--- config.mk ---
export PLATFORM = sky130hd
export DESIGN_NAME = accum_ovf_frame
export DESIGN_NICKNAME = d
export VERILOG_FILES = /design/src/rtl/accum_pkg.sv /design/src/rtl/sat_addsub.sv /design/src/rtl/accum_ovf_frame.sv
export SDC_FILE = /design/constraint.sdc
export NUM_CORES = 1
export LEC_CHECK = 0
export CORE_UTILIZATION = 55
export DETAILED_ROUTE_END_ITERATION = 8
export PLACE_DENSITY = 0.82
export SLEW_MARGIN = 20
export SYNTH_ARGS = -nofsm -noshare
export SYNTH_HDL_FRONTEND = slang
export SYNTH_HIERARCHICAL = 1
export SYNTH_SLANG_ARGS = --single-unit
export TNS_END_PERCENT = 50
--- constraint.sdc ---
create_clock -name i_clock -period 7.4 [get_ports i_clock]
set_input_delay 0.74 -clock i_clock [delete_from_list [all_inputs] [get_ports i_clock]]
set_output_delay 0.74 -clock i_clock [all_outputs]
set_load 0.1 [all_outputs]
--- src/rtl/accum_pkg.sv ---
// Shared types and saturation limits for the framed accumulator.
package accum_pkg;

  typedef enum logic {ACCUM = 1'b0, HOLD = 1'b1} state_e;

  // Limits are returned 64 bits wide; callers keep the low nb bits.
  function automatic logic [63:0] acc_max(input int unsigned nb);
    return (64'd1 << (nb - 1)) - 64'd1;
  endfunction

  function automatic logic [63:0] acc_min(input int unsigned nb);
    return 64'd1 << (nb - 1);
  endfunction

endpackage

--- src/rtl/sat_addsub.sv ---
// Combinational signed add/subtract with overflow detect.
// Clamps to the signed range when ACCUM_SAT_EN is defined, otherwise wraps.
module sat_addsub
  import accum_pkg::*;
#(
  parameter int unsigned NB = 16
) (
  input  logic [NB-1:0] a,
  input  logic [NB-1:0] b,
  input  logic          mode,
  output logic [NB-1:0] res,
  output logic          ovf
);

`ifdef ACCUM_SAT_EN
  localparam logic [63:0]   MAX64 = acc_max(NB);
  localparam logic [63:0]   MIN64 = acc_min(NB);
  localparam logic [NB-1:0] MAX   = MAX64[NB-1:0];
  localparam logic [NB-1:0] MIN   = MIN64[NB-1:0];
`endif

  logic [NB-1:0] raw;

  always_comb begin
    raw = mode ? (a - b) : (a + b);
    // Subtraction overflows when operand signs differ, addition when they match.
    ovf = (mode ? (a[NB-1] != b[NB-1]) : (a[NB-1] == b[NB-1])) && (raw[NB-1] != a[NB-1]);
    res = raw;
`ifdef ACCUM_SAT_EN
    if (ovf) begin
      res = a[NB-1] ? MIN : MAX;
    end
`endif
  end

endmodule

--- src/rtl/accum_ovf_frame.sv ---
// Framed signed accumulator: N_SAMPLES accepted samples produce one result with
// per-frame and sticky overflow flags. Saturation is enabled by defining ACCUM_SAT_EN.
module accum_ovf_frame
  import accum_pkg::*;
#(
  parameter int unsigned NB_DATA   = 16,
  parameter int unsigned NB_ACC    = 16,
  parameter int unsigned N_SAMPLES = 8,
  localparam int unsigned NB_COUNT = $clog2(N_SAMPLES)
) (
  input  logic                i_clock,
  input  logic                i_reset,
  input  logic                i_valid,
  output logic                o_ready,
  input  logic [NB_DATA-1:0]  i_data,
  input  logic                i_mode,
  input  logic                i_clear,
  output logic                o_valid,
  input  logic                i_ready,
  output logic [NB_ACC-1:0]   o_data,
  output logic                o_overflow,
  output logic                o_ovf_sticky,
  output logic [NB_COUNT-1:0] o_count
);

  localparam logic [NB_COUNT-1:0] LAST = NB_COUNT'(N_SAMPLES - 1);

  state_e              state_q, state_d;
  logic [NB_ACC-1:0]   acc_q, acc_d;
  logic [NB_COUNT-1:0] count_q, count_d;
  logic                frame_ovf_q, frame_ovf_d;
  logic [NB_ACC-1:0]   data_q, data_d;
  logic                ovf_q, ovf_d;
  logic                sticky_q, sticky_d;

  logic [NB_ACC-1:0]   x_ext;
  logic [NB_ACC-1:0]   step_res;
  logic                step_ovf;

  assign x_ext = NB_ACC'($signed(i_data));

  sat_addsub #(
    .NB (NB_ACC)
  ) u_sat_addsub (
    .a    (acc_q),
    .b    (x_ext),
    .mode (i_mode),
    .res  (step_res),
    .ovf  (step_ovf)
  );

  always_ff @(posedge i_clock or posedge i_reset) begin
    if (i_reset) begin
      state_q     <= ACCUM;
      acc_q       <= '0;
      count_q     <= '0;
      frame_ovf_q <= 1'b0;
      data_q      <= '0;
      ovf_q       <= 1'b0;
      sticky_q    <= 1'b0;
    end else begin
      state_q     <= state_d;
      acc_q       <= acc_d;
      count_q     <= count_d;
      frame_ovf_q <= frame_ovf_d;
      data_q      <= data_d;
      ovf_q       <= ovf_d;
      sticky_q    <= sticky_d;
    end
  end

  always_comb begin
    state_d     = state_q;
    acc_d       = acc_q;
    count_d     = count_q;
    frame_ovf_d = frame_ovf_q;
    data_d      = data_q;
    ovf_d       = ovf_q;
    sticky_d    = sticky_q;

    // Clear behaves like reset and also discards any same-cycle accept.
    if (i_clear) begin
      state_d     = ACCUM;
      acc_d       = '0;
      count_d     = '0;
      frame_ovf_d = 1'b0;
      data_d      = '0;
      ovf_d       = 1'b0;
      sticky_d    = 1'b0;
    end else begin
      case (state_q)
        ACCUM: begin
          if (i_valid) begin
            sticky_d = sticky_q | step_ovf;
            if (count_q == LAST) begin
              data_d      = step_res;
              ovf_d       = frame_ovf_q | step_ovf;
              acc_d       = '0;
              count_d     = '0;
              frame_ovf_d = 1'b0;
              state_d     = HOLD;
            end else begin
              acc_d       = step_res;
              count_d     = count_q + 1'b1;
              frame_ovf_d = frame_ovf_q | step_ovf;
            end
          end
        end
        HOLD: begin
          if (i_ready) begin
            state_d = ACCUM;
          end
        end
        default: state_d = ACCUM;
      endcase
    end
  end

  assign o_ready      = (state_q == ACCUM);
  assign o_valid      = (state_q == HOLD);
  assign o_data       = data_q;
  assign o_overflow   = ovf_q;
  assign o_ovf_sticky = sticky_q;
  assign o_count      = count_q;

endmodule

==> results.md <==
- Of the total synthesized cell area, the portion taken by XOR and XNOR cells is 0.103.
- By area, the combinational part of the netlist is dominated by compound AO/OA/AOI/OAI gates.
- The multi-input gate area in the final layout is 1530 um2.
- In this run the post-CTS setup repair buffer count came out at 0.
- The worst setup path is of the primary input to flop kind.
- For flop-to-flop paths, the worst setup slack is 4.67 ns.
- The cell type of the slowest stage on the worst timing path is sky130_fd_sc_hd__or4_1.
- The total of max-cap violations is 0.
- The beginning of the critical path is i_data[6].
- The count of cells along the worst register-to-register path is 9.
- Registers take roughly 980 um2.
- The number of antenna violations at the first check in global routing came to 0.
- The count of nets left with antenna violations once routing finished came out at 0.
- The critical path endpoint category is a flop.
- The routed design has 5.56 mm of wire.
- In the synthesized netlist the dominant register cell turns out to be sky130_fd_sc_hd__dfrtp_1.
- The die extent in x is 71.1 um.
- In this run the clock root is driven by a sky130_fd_sc_hd__clkbuf_8.
- The adder-cell share of the synthesized area is 0.0983.
- The termination of the worst setup path is o_overflow.
- The number of nets in the final layout is between 300 and 400.
- After synthesis, the share of cell area in mux cells is 0.00763.
- The final critical delay including setup and external delays is 4.15 ns.
- The clock passes through at most 2 buffers.
- Routability-driven placement finished with a final weighted congestion of 0.909.
- In the final layout, the share of cells above drive strength 1 is 0.0619.
- The final-report max-slew violation count is 0.
- The violation count after the first detailed-route iteration is 103.
- The number of global-route vias before repair is 2051.
- The number of top-level design ports is 45.
- The transition time at the pin with the least slew margin is 0.976 ns.
- The number of hold-slack violations in the final timing report is 0.
- The tree built by TritonCTS fans out to 39 sinks.
- The worst reg2reg path endpoint is o_overflow.
- The clock arrives with 0.00717 ns of skew.
- The number of diodes added for antenna fixing is 0.
- The aggregate global routing overflow is 0.
- The sum of negative setup slack is 0 ns.
- The cell area after synthesis is 2620 um2.
- The flow ran to the end, but the final reports show violations.
- The worst register-to-register path begins at acc_q[4].
- The library cells used most frequently in the layout, excluding fill and tap cells, are 44 x sky130_fd_sc_hd__clkdlybuf4s50_1, 39 x sky130_fd_sc_hd__dfrtp_1, 33 x sky130_fd_sc_hd__a22o_1.
- Data arrives at the worst endpoint at 4.34 ns.
- IR analysis of the VDD net gives a maximum drop of 0.156 mV.
- The post-cts gate resize count is 0.
- The first-pass GRT wire length is 9.60 mm.
- The share of the synthesized area in compound gates (AO/OA/AOI/OAI) was 0.229.
- Summed over all cells, the static leakage comes to roughly 1.4 nW.
- The count of input and output buffers is between 40 and 50.
- For this configuration, the core starts out at a cell density of 0.586.
- The worst relative slew slack is 0.347.
- In this run, synthesis produced a sequential element count of 39.
- The number of rows in the core area is 24.
- The growth of design area from synthesis to finish is 20.3%.
- The source-to-sink clock delay at the later pin of the worst-skew pair is ~0.29 ns.
- The synthesized area per cell is 9.93 um2.
- When the netlist entered floorplanning its net count stood at 306.
- The final reports fail on DRC.
- The finished layout holds between 300 and 400 standard cells, fillers aside.
- The detailed router placed 2106 vias in this run.
- The sort of element at the start of the critical path is a primary input.
- In this run the worst path has a maximum fanout of 5.
- The class of the tightest hold or removal check is flop to flop.
- The number of levels the H-tree was split into is 2.
- The number of detailed-routing iterations run before antenna repair is 7.
- The placed wire-length estimate after detailed placement is ~4.3 mm.
- Power spread over the standard cell area amounts to about 220 nW/um2.
- The most common library cell in the layout ignoring fill and taps is sky130_fd_sc_hd__clkdlybuf4s50_1.
- The floorplan die height is 71.1 um.
- The post-synthesis cell type count is 47.
- The critical path goes through clkdlybuf4s50_1, or4_1, nor2_1, a21oi_1, xnor2_1, ha_1, nand2_1, o21ai_0, a221oi_1, o31ai_1, xnor2_1, mux2i_1, or2_2, a22o_1.
- Static timing analysis puts the maximum clock frequency at 241 MHz.
- For this run, the register share of the synthesized area comes to 0.372.
- The number of buffers inserted during clock tree synthesis is 5.
- The number of inserted filler cells in the final layout is 351.
- For this run, the number of Yosys warnings is 6.
- In the synthesized netlist, the number of instances is 264.
- In this run, placement finished with an instance count of 351.
- The via count normalized by instance count is 5.87.
- In this run, synthesis inferred 0 flip-flops with an integrated enable.
- In the routed design, unresolved DRC markers number 4.
- Setup repair after global routing left no endpoint under its margin.
- Of the available clock period, the critical path in the final layout requires 0.561.
- Dividing the detail-routed wire length by the instance count gives 15.5 um.
- The share of synthesized registers carrying an async set or reset is 1.00.
- The number of buffers added to fix hold violations after cts is 0.
- The stage delay of the slowest cell on the critical path is 0.61 ns.
- Setup violations remaining at the end of the flow were counted as 0.
- Entering global routing, the biggest net connects 40 pins.
- TritonCTS built the clock tree.
- The synthesized-area fraction occupied by and/or/nand/nor cells is 0.146.
- Clock-pin slew was measured on the worst setup and hold paths at 0.08 ns.
- The area inside the core boundary is 4470 um2.
- For the worst setup path, the data required time is between 7 and 8 ns.
- The global-route usage over all layers is 0.244.
- The critical path's most frequent cell is sky130_fd_sc_hd__xnor2_1.
- The area of the die is 5050 um2.
## Yosys cell counts, types with 4 or more instances
master                     count  area share
sky130_fd_sc_hd__xnor2_1      22       0.073
sky130_fd_sc_hd__clkbuf_1      4      0.0057
sky130_fd_sc_hd__ha_1         19       0.091
sky130_fd_sc_hd__a22o_1       33        0.11
sky130_fd_sc_hd__nor3_1        8       0.015
sky130_fd_sc_hd__nor2_1       21       0.030
sky130_fd_sc_hd__o21ai_0       6       0.011
sky130_fd_sc_hd__dfrtp_1      39        0.37
sky130_fd_sc_hd__xor2_1        7       0.023
sky130_fd_sc_hd__nand2_1      11       0.016
sky130_fd_sc_hd__a21oi_1      26       0.050
sky130_fd_sc_hd__inv_1        13       0.019
## worst min path at each step
stage / slack [ns] / to / depth (start not counted) / start
final: 0.50 / o_data[12] / 1 / o_data[12]
after CTS: 0.51 / o_data[12] / 1 / o_data[12]
after global placement: 0.49 / o_data[9] / 1 / o_data[9]
after floorplan: 0.47 / acc_q[0] / 1 / acc_q[0]
after global routing: 0.53 / acc_q[0] / 1 / acc_q[0]
after detailed placement: 0.49 / acc_q[0] / 1 / acc_q[0]
## kinds of logic (layout without fill, tap and decap cells)
logic type	count (synthesis)	after routing
XOR/XNOR	30	30
multiplexers	2	2
buffers and inverters	23	66
flip-flops	39	39
AND/OR/NAND/NOR	67	67
AO/OA/AOI/OAI	83	83
adder cells (fa/ha/maj)	20	20
## worst max-delay path, delay by kind of cell
kind / cells / cell delay (ns)
buffers and inverters: 1 / 0.46
AND/OR/NAND/NOR: 4 / 1.28
AO/OA/AOI/OAI: 5 / 0.87
XOR/XNOR: 2 / 0.46
adder cells (fa/ha/maj): 1 / 0.35
multiplexers: 1 / 0.16
## metrics by stage
| step | hold WS [ns] | util | area [um2] | power, mW | setup slack (ns) |
|---|---|---|---|---|---|
| final | 0.505 | 0.705 | 3150 | 0.703 | 3.25 |
| after global routing | 0.526 | 0.705 | 3150 | 0.754 | 2.92 |
| after CTS | 0.512 | 0.705 | 3150 | 0.705 | 3.28 |
| after detailed placement | 0.493 | 0.686 | 3070 | 0.563 | 2.97 |
| after global placement | 0.487 | 0.686 | 3070 | 0.558 | 3.03 |
| after floorplan | 0.473 | - | 2620 | 0.492 | 3.74 |
## routing by layer
metal | routed length (um) | track usage | vias to the layer above
met4 | 47 | 0.0578 | 0
met5 | 0 | 0 | -
met2 | 2730 | 0.412 | 65
met1 | 2520 | 0.327 | 985
li1 | - | - | 1049
met3 | 258 | 0.0427 | 7
## registers in the layout, summed over array words and instances, names as in the netlist
signal        cells
acc_q            16
o_data           16
o_count           3
frame_ovf_q       1
o_overflow        1
o_ovf_sticky      1
o_valid           1
## report_power, final
part,switching (mW),internal (mW)
clock,0.0749,0.0659
sequential,0.0163,0.235
combinational,0.180,0.130
## final cells by class
type / count / share of cell area
multi-input cells: 202 / 0.486
flip-flops and latches: 39 / 0.309
repair buffers: 45 / 0.142
clock buffers: 6 / 0.0230
clock inverters: 2 / 0.00397
well taps: 52 / 0.0206
inverters: 13 / 0.0155
(Power assumes the default switching activity.)
